==> src/rtl/display_ctrl_pkg.sv <==
// Shared encodings and field widths for the display update controller.
// The BCD time word packs six 4-bit digits, hours MSB first.
package display_ctrl_pkg;

    localparam int DIGIT_W    = 4;
    localparam int NUM_DIGITS = 6;
    localparam int TIME_W     = DIGIT_W * NUM_DIGITS;
    localparam int DP_W       = 6;

    localparam logic [1:0] ST_IDLE      = 2'd0;
    localparam logic [1:0] ST_START     = 2'd1;
    localparam logic [1:0] ST_WAIT_BUSY = 2'd2;
    localparam logic [1:0] ST_WAIT_DONE = 2'd3;

    typedef enum logic [1:0] {
        IDLE      = ST_IDLE,
        START     = ST_START,
        WAIT_BUSY = ST_WAIT_BUSY,
        WAIT_DONE = ST_WAIT_DONE
    } state_t;

endpackage

==> src/rtl/sysclk_divider.sv <==
// Free-running divider: counts 0..DIV-1 and flags the wrap cycle.
// The overflow flag is a one-cycle tick at OUT_CLK_HZ.
module sysclk_divider #(
    parameter int SYS_CLK_HZ = 50_000_000,
    parameter int OUT_CLK_HZ = 10
) (
    input  logic i_clk,
    input  logic i_reset_n,
    input  logic i_en,
    output logic o_clk_overflow
);

    localparam int DIV   = SYS_CLK_HZ / OUT_CLK_HZ;
    localparam int CNT_W = (DIV > 1) ? $clog2(DIV) : 1;
    localparam logic [CNT_W-1:0] LAST = CNT_W'(DIV - 1);

    logic [CNT_W-1:0] count;

    always_ff @(posedge i_clk or negedge i_reset_n) begin
        if (!i_reset_n) begin
            count <= '0;
        end else if (i_en) begin
            if (count == LAST) begin
                count <= '0;
            end else begin
                count <= count + 1'b1;
            end
        end
    end

    assign o_clk_overflow = i_en && (count == LAST);

endmodule

==> src/rtl/display_update_ctrl.sv <==
// Coalesces display update requests, snapshots the display data and runs
// one start/busy handshake per transfer with a hang timeout.
module display_update_ctrl
    import display_ctrl_pkg::*;
#(
    parameter int SYS_CLK_HZ     = 50_000_000,
    parameter int REFRESH_HZ     = 10,
    parameter int TIMEOUT_CYCLES = 4096
) (
    input  logic              i_clk,
    input  logic              i_reset_n,
    input  logic              i_time_stb,
    input  logic              i_force_stb,
    input  logic              i_en,
    input  logic [TIME_W-1:0] i_time_bcd,
    input  logic [DP_W-1:0]   i_dp,
    input  logic              i_busy,
    output logic              o_start_stb,
    output logic [TIME_W-1:0] o_time_bcd,
    output logic [DP_W-1:0]   o_dp,
    output logic              o_en,
    output logic              o_pending,
    output logic              o_fault
);

    localparam int TCNT_W = (TIMEOUT_CYCLES > 2) ? $clog2(TIMEOUT_CYCLES) : 1;
    // The flag lands on the edge where the count would reach TIMEOUT_CYCLES-1.
    localparam logic [TCNT_W-1:0] TCNT_LAST = TCNT_W'(TIMEOUT_CYCLES - 2);

    state_t            state;
    state_t            state_next;
    logic              tick;
    logic              req;
    logic              pending;
    logic              launch;
    logic              timeout;
    logic [TCNT_W-1:0] tcnt;

    sysclk_divider #(
        .SYS_CLK_HZ (SYS_CLK_HZ),
        .OUT_CLK_HZ (REFRESH_HZ)
    ) u_refresh_div (
        .i_clk          (i_clk),
        .i_reset_n      (i_reset_n),
        .i_en           (1'b1),
        .o_clk_overflow (tick)
    );

    assign req = i_time_stb | i_force_stb | tick | (i_en != o_en);

    always_comb begin
        state_next = state;
        launch     = 1'b0;
        timeout    = 1'b0;
        case (state)
            IDLE: begin
                if ((pending | req) && !i_busy) begin
                    launch     = 1'b1;
                    state_next = START;
                end
            end
            START: begin
                state_next = WAIT_BUSY;
            end
            WAIT_BUSY: begin
                if (tcnt == TCNT_LAST) begin
                    timeout    = 1'b1;
                    state_next = IDLE;
                end else if (i_busy) begin
                    state_next = WAIT_DONE;
                end
            end
            WAIT_DONE: begin
                if (!i_busy) begin
                    state_next = IDLE;
                end else if (tcnt == TCNT_LAST) begin
                    timeout    = 1'b1;
                    state_next = IDLE;
                end
            end
            default: begin
                state_next = IDLE;
            end
        endcase
    end

    always_ff @(posedge i_clk or negedge i_reset_n) begin
        if (!i_reset_n) begin
            state       <= IDLE;
            pending     <= 1'b0;
            tcnt        <= '0;
            o_start_stb <= 1'b0;
            o_time_bcd  <= '0;
            o_dp        <= '0;
            o_en        <= 1'b0;
            o_fault     <= 1'b0;
        end else begin
            state       <= state_next;
            o_start_stb <= launch;
            // A request in the launch cycle is absorbed by that launch.
            if (launch) begin
                pending    <= 1'b0;
                o_time_bcd <= i_time_bcd;
                o_dp       <= i_dp;
                o_en       <= i_en;
            end else if (req) begin
                pending <= 1'b1;
            end
            if (state == START) begin
                tcnt <= '0;
            end else if ((state == WAIT_BUSY || state == WAIT_DONE) && !timeout) begin
                tcnt <= tcnt + 1'b1;
            end
            if (timeout) begin
                o_fault <= 1'b1;
            end
        end
    end

    assign o_pending = pending;

endmodule

==> config.mk <==
export PLATFORM = sky130hd
export DESIGN_NAME = display_update_ctrl
export DESIGN_NICKNAME = d
export VERILOG_FILES = /design/src/rtl/display_ctrl_pkg.sv /design/src/rtl/sysclk_divider.sv /design/src/rtl/display_update_ctrl.sv
export SDC_FILE = /design/constraint.sdc
export NUM_CORES = 1
export LEC_CHECK = 0
export ABC_AREA = 0
export BUFFER_PORTS_ARGS = -buffer_cell sky130_fd_sc_hd__buf_2
export CAP_MARGIN = 40
export CORE_UTILIZATION = 55
export CTS_CLUSTER_DIAMETER = 80
export DETAILED_ROUTE_END_ITERATION = 12
export GPL_ROUTABILITY_DRIVEN = 1
export PLACE_DENSITY_LB_ADDON = 0.3
export SYNTH_ARGS = -nofsm -noshare
export SYNTH_HDL_FRONTEND = slang
export SYNTH_SLANG_ARGS = --single-unit
==> constraint.sdc <==
create_clock -name i_clk -period 5.2 [get_ports i_clk]
set_input_delay 1.04 -clock i_clk [delete_from_list [all_inputs] [get_ports i_clk]]
set_output_delay 1.04 -clock i_clk [all_outputs]
set_load 0.02 [all_outputs]
; ---- Yosys cells after proc, flatten, opt, wreduce, memory -nomap -nowiden
; Cells that the tools add are included.
[totals]
regBits = 71
inputBits = 36
out_inout_bits = 34
word_cells = 49
[classes]
n_addsub = 2
n_eq_ne = 9
n_mux = 16
bitwise = 4
reduce_logical = 9
[ops]
columns = op, n
row1 = 2-to-1 mux 12 bit, 2
row2 = adder 23 x 1 -> 23 bit (second input constant), 1
row3 = == test 23 bit (second input constant), 1
row4 = 2-to-1 mux 23 bit, 1
row5 = adder 12 x 1 -> 12 bit (second input constant), 1
row6 = == test 12 bit (second input constant), 1
row7 = 2-to-1 mux 2 bit, 5
row8 = one-hot mux 2 bit (4 select lines), 1
row9 = 2-to-1 mux 1 bit, 6
row10 = != test 3 bit (second input constant), 2
row11 = == test 2 bit (second input constant), 2
row12 = OR 1 bit, 4
row13 = nonzero test 2 bit, 2
row14 = AND reduction 3 bit, 1
row15 = == test 2 x 1 -> 1 bit (second input constant), 1
row16 = logical AND 1 bit, 2
row17 = logical NOT 1 bit, 2
row18 = logical NOT 2 bit, 1
row19 = != test 2 bit (second input constant), 1
row20 = one-hot mux 1 bit (2 select lines), 1
row21 = logical OR 1 bit, 1
row22 = != test 1 bit, 1

; ---- Longest topological paths before layout
; Gate-level depths: netlist of run 1.
[depth]
depth_word = 8
mapped_depth = 7
mapped_depth_nobuf = 6

; ---- Hierarchy
; From an unflattened synthesis of run 1, not the netlist that was laid out.
[hier_totals]
cells_unflattened = 308
hier_area_um2 = 3517.1
[modules_own_cells]
columns = mod, n_inst, cells_per_inst, area_per_inst_um2, seq_area_each_um2
row1 = display_update_ctrl, 1, 185, 2298.5, 1201.2
row2 = sysclk_divider, 1, 123, 1218.7, 575.6

; ---- Worst setup path before layout of run 1
; Ideal clock, no wire load.
[synth_path]
kind = input port to flip-flop
start = input i_busy
end = register o_time_bcd[11]
setup_time_ps = 125
arrival_time_ps = 2278
t_required_ps = 5075
path_slack_ps = 2797
stages = 5
n_path_buf = 1
path_cell_list = nor3_1 nand4_1 o21ai_2 buf_6 mux2_2
[synth_via]
elab_chain_len = 4
[synth_lines]
columns = item, line_no
row1 = from (decl), display_update_ctrl.sv:17  ; input logic i_busy,
row2 = logical NOT 1 bit, --
row3 = logical AND 1 bit, display_update_ctrl.sv:57  ; if ((pending | req) && !i_busy) begin
row4 = 2-to-1 mux 1 bit, display_update_ctrl.sv:57
row5 = 2-to-1 mux 1 bit, display_update_ctrl.sv:55  ; case (state)
row6 = to (signal assigned), display_update_ctrl.sv:103  ; o_time_bcd <= i_time_bcd;
row7 = to (decl), display_update_ctrl.sv:19  ; output logic [TIME_W-1:0] o_time_bcd,
; No other way between the ends.
; A chain may end at the register's enable or synchronous reset.

; ---- Worst setup path in the final report of run 1
[layout_path]
start = input i_busy
end = register o_time_bcd[9]
; The elaborated chain is that of the path after synthesis.

==> run summary, run 1 <==
* completed — result of the run
* 2.695 ns — final worst path period need
* 0 — Congestion Overflow GR
* 78.48 µm — floorplan die width
* 0.34 ns — clock latency on the worst-skew pair
* sky130_fd_sc_hd__clkbuf_8 — master cell of the clock root buffer
* 0 — DRC violation count after routing
* 3 — number of H-tree levels
* 18.71% — Area growth, synth to finish
* 0.43 ns — worst stage delay on the critical path
* 0 — number of synthesized flops with an enable pin
* 51.83% — Tcrit/Tclk final
* 381 — NumNets Final
* 2219 — vias in the first global route
* 0.4751 ns — final-layout worst hold slack
* 0 — initial antenna violation count
* 38 — largest net degree at the start of global routing
* 1.830 nW — Static Leak
* 5.42 ns — Critical Path RT
* reg2reg — Hold Crit Class
* 0.009785 ns — post-route clock skew
* 25 — critical-path maximum fanout
* 0.001865 W — post-route total power
* 6158 µm² — area of the die
* 71 — Sinks on Clock Net
* 403 — number of placed instances, taps included
* 0.07 ns — CTS clock-pin slew for the worst setup and hold paths
* 0 — final hold vios
* 14.98 µm — routed wirelength normalized by instance count
* 0 — number of diodes
* done — CTS tree
* 6 — worst r2r path cells
* 0.8139 — placer's final routability congestion estimate
* 0 — max-slew violations
* register — Setup crit end kind
* 0 — postcts setup bufs
* 100.0% — proportion of synthesized flip-flops having asynchronous set or reset
* 78.48 µm — Die Y
* sky130_fd_sc_hd__dfrtp_1, sky130_fd_sc_hd__mux2_2, sky130_fd_sc_hd__xnor2_1, sky130_fd_sc_hd__mux2i_1, sky130_fd_sc_hd__nand4_1 — Synth area leaders
* 55.23% — share of the synthesized area in the top cell type
* 2 — buffer levels on the longest clock path
* 4 — DRT Pass-1 Iters
* 269 — Synth Instances
* 9 — clock buffers created by TritonCTS
* 5.621 — vias per cell
* 371.0 MHz — timing-limited maximum frequency
* 70 — I/O pin cnt
* 27 — number of standard-cell rows in the floorplan
* 0.0003444 V — maximum VDD drop
* 34.58% — share of final-layout standard cells stronger than drive strength 1
* input port — CP startpoint kind
* 5574 µm² — core footprint
* sky130_fd_sc_hd__dfrtp_1 — most common cell after layout, fill and taps aside
* 0 ns — summed negative setup slack over all endpoints
* 488.4 nW/µm² — total power density per cell area
* 0 — CTS Hold Buffers Added
* 21.83% — combined global-route utilization of all metal layers
* 42 — number of distinct library cell variants in the gate-level netlist after synthesis
* 71 — number of synthesized register bits
* 419 — non-filler instance count after layout
* 50.16% — Max transition margin
* 3217 µm² — area of the mapped netlist
* sky130_fd_sc_hd__dfrtp_1, sky130_fd_sc_hd__buf_2, sky130_fd_sc_hd__mux2_2 — commonest cells after routing, fill and taps aside
* 0 — final-report setup violation count
* 55.23% — register area share after synthesis
* 410 — Fillers
* 4472 µm — detailed placer's ending HPWL
* sky130_fd_sc_hd__dfrtp_1 — cell accounting for the most synthesized area
* 10170 µm — wire length of the first global-routing pass
* sky130_fd_sc_hd__dfrtp_1 — main flop type after synthesis
* 57 — number of violations reported at the end of detailed-routing iteration 0
* 6278 µm — wire length after detailed routing
* 1 — hold depth
* sky130_fd_sc_hd__nor3_1 — slowest cell on the critical path
* 69 — count of input and output buffers
* 308 — number of nets produced by synthesis
* buf_2, nor3_1, nand4_1, o21ai_2, buf_4, mux2_2 — cell-by-cell listing of the critical path
* 0.7476 ns — Worst-Margin Slew
* in2reg — crit path kind
* 0 — Yosys Warn Count
* 0 — cells resized by post-CTS repair
* 0 — Max-cap violations
* 11.96 µm² — mean cell area of the mapped netlist
* 57.71% — Starting Density
* 2.92 ns — arrival time worst endpoint
* 0 — Antenna Violating Nets Remaining
* 2355 — count of vias placed by the detailed router
* no — unrepaired setup endpoints after global routing
[logic make-up after synthesis]
family,count (synthesis),synth area share (%)
xor+xnor,18,4.901
compound gates,28,6.030
flops,71,55.23
mux,41,13.96
simple gates,95,16.49
fa+ha+maj,3,1.167
buf+inv,13,2.217
[final timing paths]
path | end | start | slack, ns
worst max-delay path | o_time_bcd[9]$_DFFE_PN0P_ | i_busy | 2.50
worst min-delay path | o_fault$_DFFE_PN0P_ | o_fault$_DFFE_PN0P_ | 0.48
worst max register to register | o_time_bcd[9]$_DFFE_PN0P_ | u_refresh_div.count[0]$_DFF_PN0_ | 2.60
worst min register to register | o_fault$_DFFE_PN0P_ | o_fault$_DFFE_PN0P_ | 0.48
max in group asynchronous | o_time_bcd[18]$_DFFE_PN0P_ | i_reset_n | 3.50
min in group asynchronous | state[1]$_DFFE_PN0P_ | i_reset_n | 0.77
[worst max-delay path: cells and delay by family]
family	cells	cell delay, ns
muxes	1	0.38
and+or+nand+nor	2	0.61
AOI/OAI and AO/OA	1	0.37
buffers and inverters	2	0.51
[synthesized netlist by cell type, drive strengths merged, types with 2 or more instances]
cell	number
dfrtp	71
mux2	31
nand2	18
nand4	14
nor2	14
xnor2	13
and3	10
mux2i	10
nand3	10
o21ai	8
clkbuf	6
nand2b	6
and4	5
xor2	5
a21oi	4
inv	4
nor3	4
nor4	4
a211o	3
buf	3
ha	3
o211ai	3
and2	2
nor3b	2
o2bb2ai	2
[sequential cells by signal (all words and copies together) (netlist names)]
signal               flops
o_fault                  1
tcnt                    12
o_en                     1
o_pending                1
u_refresh_div.count     23
o_time_bcd              24
o_start_stb              1
o_dp                     6
state                    2
[power by group]
group          total [W]  internal (W)  leakage, nW  switching (W)
logic           0.000606      0.000257        0.826       0.000349
registers       0.000807      0.000704        0.896       0.000103
clock network   0.000452      0.000250        0.107       0.000202
total            0.00187       0.00121         1.83       0.000654
[through the flow]
step	setup slack, ns	area [µm²]	utilization [%]
after floorplan	2.797	3217	-
after global placement	2.278	3611	64.78
after detailed placement	2.143	3611	64.78
after CTS	2.503	3819	68.51
after global routing	2.407	3819	68.51
final	2.505	3819	68.51
[layout make-up]
class                           count  area [µm²]  area share [%]
Sequential cell                    71        1777           46.53
Multi-Input combinational cell    185        1369           35.85
Timing Repair Buffer               71       360.3           9.436
Clock buffer                       12       155.1           4.063
Tap cell                           72       90.09           2.359
Clock inverter                      4       52.55           1.376
Inverter                            4       15.01          0.3932
[routing by layer]
| metal | GRT usage, % | vias up | share of wire, % | wire, µm |
|---|---|---|---|---|
| li1 | - | 1123 | - | - |
| met1 | 27.58 | 1156 | 45 | 2813 |
| met2 | 35.26 | 60 | 49 | 3090 |
| met3 | 4.535 | 16 | 3.8 | 238 |
| met4 | 11.67 | 0 | 2.2 | 136 |
| met5 | 0 | - | 0 | 0 |
No activity file was read; power rests on OpenSTA's default activity.
==> inputs of run 2 (changes only) <==
--- a/config.mk
+++ b/config.mk
@@ -5,10 +5,10 @@
 export SDC_FILE = /design/constraint.sdc
 export NUM_CORES = 1
 export LEC_CHECK = 0
-export ABC_AREA = 0
+export ABC_AREA = 1
 export BUFFER_PORTS_ARGS = -buffer_cell sky130_fd_sc_hd__buf_2
 export CAP_MARGIN = 40
-export CORE_UTILIZATION = 55
+export CORE_UTILIZATION = 50
 export CTS_CLUSTER_DIAMETER = 80
 export DETAILED_ROUTE_END_ITERATION = 12
 export GPL_ROUTABILITY_DRIVEN = 1
==> constraint.sdc (replaced) <==
create_clock -name i_clk -period 2.3 [get_ports i_clk]
set_input_delay 0.46 -clock i_clk [delete_from_list [all_inputs] [get_ports i_clk]]
set_output_delay 0.46 -clock i_clk [all_outputs]
set_load 0.02 [all_outputs]
==> run summary, run 2 <==
* 0 — number of synthesized flops with an enable pin, unchanged
* 0.3031 ns — pre-CTS worst setup slack, -1.840 ns
* 0 ns — summed negative setup slack over all endpoints, unchanged
* sky130_fd_sc_hd__dfrtp_1 — cell accounting for the most synthesized area
* 50.68% — register area share after synthesis, -4.6 points
* 13160 µm — wire length of the first global-routing pass, +29%
* 30 — number of standard-cell rows in the floorplan, +11%
* 0.01112 ns — post-route clock skew, +0.001331 ns
* 0 — postcts setup bufs, unchanged
* reg2reg — crit path kind
* sky130_fd_sc_hd__dfrtp_1 — slowest cell on the critical path
* 0.08 ns — CTS clock-pin slew for the worst setup and hold paths, about the same
* 444 — Synth Instances, +65%
* 60.39% — Max transition margin, +10 points
* 7224 µm — wire length after detailed routing, +15%
* 1.975 ns — final worst path period need
* o_time_bcd — register with the most flip-flops
* done — CTS tree
* 0 — final hold vios, unchanged
* 1011 nW/µm² — total power density per cell area, +110%
* 1 — DRC violation count after routing, +1
* 0 — final-report setup violation count, unchanged
* 0 — Max-cap violations, unchanged
* 1 — total buffers and inverters traversed by the critical path, -1
* 18.74% — Area growth, synth to finish, about the same
* 6794 µm² — core footprint, +22%
* 9 — DRT Pass-1 Iters, +5
* 30 — number of distinct library cell variants in the gate-level netlist after synthesis, -29%
* 0.0006790 V — maximum VDD drop, +97%
* sky130_fd_sc_hd__clkbuf_8 — master cell of the clock root buffer
* register — CP startpoint kind
* finished with violations — result of the run
* 2.207 nW — Static Leak, +21%
* 0.08906 ns — final-layout worst hold slack, -0.3860 ns
* 0.9722 — placer's final routability congestion estimate, +19%
* 2.54 ns — Critical Path RT, -2.88 ns
* 7.896 µm² — mean cell area of the mapped netlist, -34%
* design-rule violations — violated checks
* 85.87% — Tcrit/Tclk final
* 0 — Antenna Violating Nets Remaining, unchanged
* 100.0% — proportion of synthesized flip-flops having asynchronous set or reset, unchanged
* 2 — buffer levels on the longest clock path, unchanged
* 557 — NumNets Final, +46%
* 0.32 ns — setup slack, reg-to-reg, -2.28 ns
* 3038 — count of vias placed by the detailed router, +29%
* 85.74 µm — floorplan die width, +9.3%
* 24 — flip-flop count of the largest register after layout, unchanged
* 34 — largest net degree at the start of global routing, -11%
* 51.60% — Starting Density, -6.1 points
* in2async — Hold Crit Class
* 71 — Sinks on Clock Net, unchanged
* 50.68% — share of the synthesized area in the top cell type, -4.6 points
* 7350 µm² — area of the die, +19%
* 0.5892 ns — Worst-Margin Slew, -0.1584 ns
* 208 — number of violations reported at the end of detailed-routing iteration 0, +260%
* 69 — count of input and output buffers, unchanged
* sky130_fd_sc_hd__dfrtp_1 — main flop type after synthesis
* 586 — Fillers, +43%
* o_time_bcd x24, u_refresh_div.count x23, tcnt x12 — largest registers in the final layout
* 2.21 ns — arrival time worst endpoint, -0.71 ns
* 0.43 ns — worst stage delay on the critical path, about the same
* 85.74 µm — Die Y, +9.3%
* sky130_fd_sc_hd__dfrtp_1, sky130_fd_sc_hd__nand2_1, sky130_fd_sc_hd__nor2_1, sky130_fd_sc_hd__inv_1, sky130_fd_sc_hd__xor2_1 — Synth area leaders
* 3 — number of H-tree levels, unchanged
* 2935 — vias in the first global route, +32%
* 22.84% — combined global-route utilization of all metal layers, +1.0 points
* 0 — cells resized by post-CTS repair, unchanged
* 19.69% — share of final-layout standard cells stronger than drive strength 1, -15 points
* sky130_fd_sc_hd__nand2_1 — dominant cell by count in the synthesized netlist
* simple AND/OR/NAND/NOR gates — Largest delay share family, worst path
* 0 — number of diodes, unchanged
* 483 — number of nets produced by synthesis, +57%
* 71 — number of synthesized register bits, unchanged
* 0 — CTS Hold Buffers Added, unchanged
* sky130_fd_sc_hd__nand2_1 — most common cell after layout, fill and taps aside
* 11.67 µm — routed wirelength normalized by instance count, -22%
* 0.004210 W — post-route total power, +130%
* sky130_fd_sc_hd__nand2_1, sky130_fd_sc_hd__dfrtp_1, sky130_fd_sc_hd__nor2_1 — most instantiated cells after synthesis
* 1488 µm² — area occupied by multi-input gates, +8.7%
* 0 — max-slew violations, unchanged
* ha_1, nand3_4, nor2_4, nand3_4, nand2_2, nand3_2, clkinv_2, nand2_1, nand2_1 — cell-by-cell listing of the critical path
* 0 — Congestion Overflow GR, unchanged
* 4.908 — vias per cell, -13%
* no — unrepaired setup endpoints after global routing
* 70 — I/O pin cnt, unchanged
* 9 — clock buffers created by TritonCTS, unchanged
* 506.3 MHz — timing-limited maximum frequency
* 0 — initial antenna violation count, unchanged
* sky130_fd_sc_hd__nand2_1, sky130_fd_sc_hd__dfrtp_1, sky130_fd_sc_hd__buf_2 — commonest cells after routing, fill and taps aside
* 1777 µm² — flip-flop and latch area, unchanged
* 0 — Yosys Warn Count, unchanged
* register — Setup crit end kind
* 5387 µm — detailed placer's ending HPWL, +20%
* 0.35 ns — clock latency on the worst-skew pair, about the same
* 33 — critical-path maximum fanout, +32%
* 0.3249 ns — min setup slack post-route, -2.180 ns
* 3506 µm² — area of the mapped netlist, +9.0%
run 2: cell count changes in the layout (fill, tap and decap cells not counted), sizes merged, moves of 6 or more:
cell / before / now
and3: 10 / 0
nand3: 10 / 25
nor3: 4 / 12
inv: 5 / 48
nand2: 18 / 178
xnor2: 13 / 3
nand2b: 6 / 0
mux2: 31 / 0
xor2: 5 / 15
mux2i: 10 / 0
nor2: 14 / 44
run 2: final timing paths:
path,end,depth (start not counted),startpoint
min in group i_clk,o_time_bcd[17]$_DFFE_PN0P_,3,i_time_bcd[17]
max,o_time_bcd[5]$_DFFE_PN0P_,9,u_refresh_div.count[0]$_DFF_PN0_
max in group asynchronous,tcnt[0]$_DFFE_PN0P_,2,i_reset_n
min reg2reg,o_fault$_DFFE_PN0P_,2,o_fault$_DFFE_PN0P_
max reg2reg,o_time_bcd[5]$_DFFE_PN0P_,9,u_refresh_div.count[0]$_DFF_PN0_
min,o_start_stb$_DFF_PN0_,1,i_reset_n
run 2: layout make-up:
cell class	instances	share of cell area, %
Clock buffer	10	3.066
Timing Repair Buffer	72	9.137
Sequential cell	71	42.68
Multi-Input combinational cell	317	35.74
Tap cell	96	2.885
Clock inverter	6	2.224
Inverter	47	4.268
run 2: cell families after synthesis:
| kind of cell | after synthesis | synth area share, % |
|---|---|---|
| adder cells (fa/ha/maj) | 3 | 1.071 |
| flip-flops | 71 | 50.68 |
| XOR/XNOR | 18 | 4.497 |
| AND/OR/NAND/NOR | 276 | 33.58 |
| buffers and inverters | 56 | 6.888 |
| AO/OA/AOI/OAI | 20 | 3.283 |
run 2: routing by layer:
metal | GRT usage, % | up-vias | share of wire, %
li1 | - | 1536 | -
met1 | 30.66 | 1380 | 46
met2 | 35.49 | 109 | 45
met3 | 6.352 | 13 | 7.3
met4 | 8.788 | 0 | 1.9
met5 | 0 | - | 0
run 2: power breakdown:
group / switching [W] / leakage, nW / internal (W) / total [W]
Sequential: 0.000195 / 0.913 / 0.00156 / 0.00175
Clock: 0.000483 / 0.104 / 0.000618 / 0.00110
Combinational: 0.000918 / 1.19 / 0.000437 / 0.00136
Total: 0.00160 / 2.21 / 0.00261 / 0.00421
run 2: per-stage QoR:
step                      utilization [%]  instances  area [µm²]
after floorplan                         -        444        3506
after global placement              58.03        603        3943
after detailed placement            58.03        603        3943
after CTS                           61.27        619        4163
after global routing                61.27        619        4163
final                               61.27        619        4163
==> inputs of run 3 (changes only) <==
--- a/config.mk
+++ b/config.mk
@@ -8,7 +8,7 @@
 export ABC_AREA = 1
 export BUFFER_PORTS_ARGS = -buffer_cell sky130_fd_sc_hd__buf_2
 export CAP_MARGIN = 40
-export CORE_UTILIZATION = 50
+export CORE_UTILIZATION = 35
 export CTS_CLUSTER_DIAMETER = 80
 export DETAILED_ROUTE_END_ITERATION = 12
 export GPL_ROUTABILITY_DRIVEN = 1
==> run summary, run 3 (synthesized netlist as in run 2, its figures left out) <==
* completed — result of the run
* 208 — number of violations reported at the end of detailed-routing iteration 0, unchanged
* 4 — DRT Pass-1 Iters, -5
* 2898 — vias in the first global route, -1.3%
* o_time_bcd — register with the most flip-flops
* 0 — final-report setup violation count, unchanged
* 0 — Max-cap violations, unchanged
* 0.3573 ns — min setup slack post-route, +0.03232 ns
* 2 — buffer levels on the longest clock path, unchanged
* 0.001590 W — switching pwr, -0.41%
* no — unrepaired setup endpoints after global routing
* 24 — flip-flop count of the largest register after layout, unchanged
* 483 µm — metal3 WL, -8.0%
* 0 — final hold vios, unchanged
* 19.73% — share of final-layout standard cells stronger than drive strength 1, +0.038 points
* 2.18 ns — arrival time worst endpoint, -0.03 ns
* done — CTS tree
* 11.70 µm — routed wirelength normalized by instance count, +0.23%
* 16.69% — combined global-route utilization of all metal layers, -6.2 points
* 0 ns — summed negative setup slack over all endpoints, unchanged
* 1 — total buffers and inverters traversed by the critical path, unchanged
* sky130_fd_sc_hd__dfrtp_1 — slowest cell on the critical path
* 1.943 ns — final worst path period need, -0.03232 ns
* 0 — CTS Hold Buffers Added, unchanged
* 0 — Antenna Violating Nets Remaining, unchanged
* 0.3180 ns — pre-CTS worst setup slack, +0.01492 ns
* 0.0005731 V — maximum VDD drop, -16%
* sky130_fd_sc_hd__clkbuf_8 — master cell of the clock root buffer
* 0.007195 ns — post-route clock skew, -0.003921 ns
* 3021 — count of vias placed by the detailed router, -0.56%
* 3764 µm — met1 routed wirelength after detailed routing, +14%
* 655 — non-filler instance count after layout, +5.8%
* 0 — postcts setup bufs, unchanged
* 0 — DRC violation count after routing, -1
* simple AND/OR/NAND/NOR gates — Largest delay share family, worst path
* 2.201 nW — Static Leak, -0.25%
* 4.612 — vias per cell, -6.0%
* 556 — NumNets Final, -0.18%
* sky130_fd_sc_hd__nand2_1, sky130_fd_sc_hd__dfrtp_1, sky130_fd_sc_hd__buf_2 — commonest cells after routing, fill and taps aside
* 84.47% — Tcrit/Tclk final, -1.4 points
* 43.04% — final core area utilization, -18 points
* 2.54 ns — Critical Path RT, about the same
* 72 — largest net degree at the start of global routing, +110%
* 983.8 nW/µm² — total power density per cell area, -2.7%
* 514.7 MHz — timing-limited maximum frequency, +1.7%
* ha_1, nand3_4, nor2_4, nand3_4, nand2_2, nand3_2, clkinv_2, nand2_1, nand2_1 — cell-by-cell listing of the critical path
* 69 — count of input and output buffers, unchanged
* register — Setup crit end kind
* 24.6% — Clock Power Share, -1.6 points
* 0 — initial antenna violation count, unchanged
* 42.6% — part of the total power dissipated in sequential elements, +0.9 points
* 36.03% — Starting Density, -16 points
* 3268 µm — sum of met2 wire segment lengths after detailed routing, +0.58%
* 19.45% — Area growth, synth to finish
* 64.06% — Max transition margin, +3.7 points
* met4 — Top Metal Used
* 70 — I/O pin cnt, unchanged
* 13480 µm — wire length of the first global-routing pass, +2.4%
* 102.1 µm — Die Y, +19%
* 0.34 ns — clock latency on the worst-skew pair, about the same
* 71 — Sinks on Clock Net, unchanged
* reg2reg — crit path kind
* 7662 µm — wire length after detailed routing, +6.1%
* register — CP startpoint kind
* 0.42 ns — worst stage delay on the critical path, about the same
* 0 — number of diodes, unchanged
* 5551 µm — detailed placer's ending HPWL, +3.0%
* sky130_fd_sc_hd__nand2_1 — most common cell after layout, fill and taps aside
* 3 — number of H-tree levels, unchanged
* 0.5347 ns — Worst-Margin Slew, -0.05455 ns
* 33 — critical-path maximum fanout, unchanged
* 9729 µm² — core footprint, +43%
* 0.08 ns — CTS clock-pin slew for the worst setup and hold paths, about the same
* 102.1 µm — floorplan die width, +19%
* 0.9768 — placer's final routability congestion estimate, +0.47%
* in2async — Hold Crit Class
* 32.9% — proportion of power drawn by combinational gates, +0.7 points
* 9 — worst r2r path cells, unchanged
* 0 — max-slew violations, unchanged
* 0.1354 ns — final-layout worst hold slack, +0.04630 ns
* 10420 µm² — area of the die, +42%
* 0 — cells resized by post-CTS repair, unchanged
* 0 — Congestion Overflow GR, unchanged
* 0.36 ns — setup slack, reg-to-reg, +0.03 ns
* 0.002530 W — design internal power, -3.2%
* o_time_bcd[21]$_DFFE_PN0P_ — capture point of the worst reg-to-reg path
* 36 — number of standard-cell rows in the floorplan, +20%
* 639 — number of placed instances, taps included, +6.0%
* 9 — clock buffers created by TritonCTS, unchanged
* o_time_bcd x24, u_refresh_div.count x23, tcnt x12 — largest registers in the final layout
* u_refresh_div.count[0]$_DFF_PN0_ — origin of the critical flop-to-flop path
* 38.60% — Switching Share, +0.67 points
[run 3: per-layer routing]
layer	GRT usage [%]	vias to the layer above
met5	0	-
met4	8.571	0
met3	3.625	14
met2	24.83	104
met1	22.88	1367
li1	-	1536
[run 3: worst max-delay path by stage]
stage / slack (ns) / startpoint / depth (start not counted) / endpoint
floorplan: 0.67 / u_refresh_div.count[0]$_DFF_PN0_ / 11 / o_dp[3]$_DFFE_PN0P_
global placement: 0.32 / i_force_stb / 8 / o_time_bcd[12]$_DFFE_PN0P_
detailed placement: 0.32 / i_force_stb / 8 / o_time_bcd[16]$_DFFE_PN0P_
CTS: 0.32 / u_refresh_div.count[0]$_DFF_PN0_ / 9 / o_dp[3]$_DFFE_PN0P_
global route: 0.09 / u_refresh_div.count[0]$_DFF_PN0_ / 9 / o_time_bcd[5]$_DFFE_PN0P_
finish: 0.36 / u_refresh_div.count[0]$_DFF_PN0_ / 9 / o_time_bcd[21]$_DFFE_PN0P_
[run 3: final cells by class]
class	instances	area (µm²)
Fill cell	1012	5542
Multi-Input combinational cell	317	1488
Timing Repair Buffer	71	372.9
Inverter	47	177.7
Clock buffer	10	137.6
Sequential cell	71	1777
Clock inverter	6	68.82
Tap cell	133	166.4
[run 3: power by group through the flow]
| stage | Sequential, W | Combinational, W | Clock, W |
|---|---|---|---|
| 2_1_floorplan | 0.00209 | 0.000607 | 0 |
| 5_1_grt | 0.00180 | 0.00154 | 0.00110 |
| 3_5_place_dp | 0.00176 | 0.00138 | 0 |
| 4_1_cts | 0.00176 | 0.00137 | 0.00105 |
| 6_report | 0.00175 | 0.00135 | 0.00101 |
| 3_3_place_gp | 0.00176 | 0.00135 | 0 |
[run 3: per-stage QoR]
| step | total power (W) | area, µm² |
|---|---|---|
| after global routing | 0.004438 | 4188 |
| after floorplan | 0.002693 | 3506 |
| after detailed placement | 0.003143 | 3981 |
| after CTS | 0.004183 | 4188 |
| after global placement | 0.003111 | 3981 |
| final | 0.004120 | 4188 |
[run 3: worst reg2reg max path, cell delays in order (launching register included)]
cell and delay, ns:
sky130_fd_sc_hd__dfrtp_1 0.42, sky130_fd_sc_hd__ha_1 0.32, sky130_fd_sc_hd__nand3_4 0.17, sky130_fd_sc_hd__nor2_4 0.06, sky130_fd_sc_hd__nand3_4 0.13, sky130_fd_sc_hd__nand2_2 0.08
sky130_fd_sc_hd__nand3_2 0.08, sky130_fd_sc_hd__clkinv_2 0.34, sky130_fd_sc_hd__nand2_1 0.19, sky130_fd_sc_hd__nand2_1 0.06
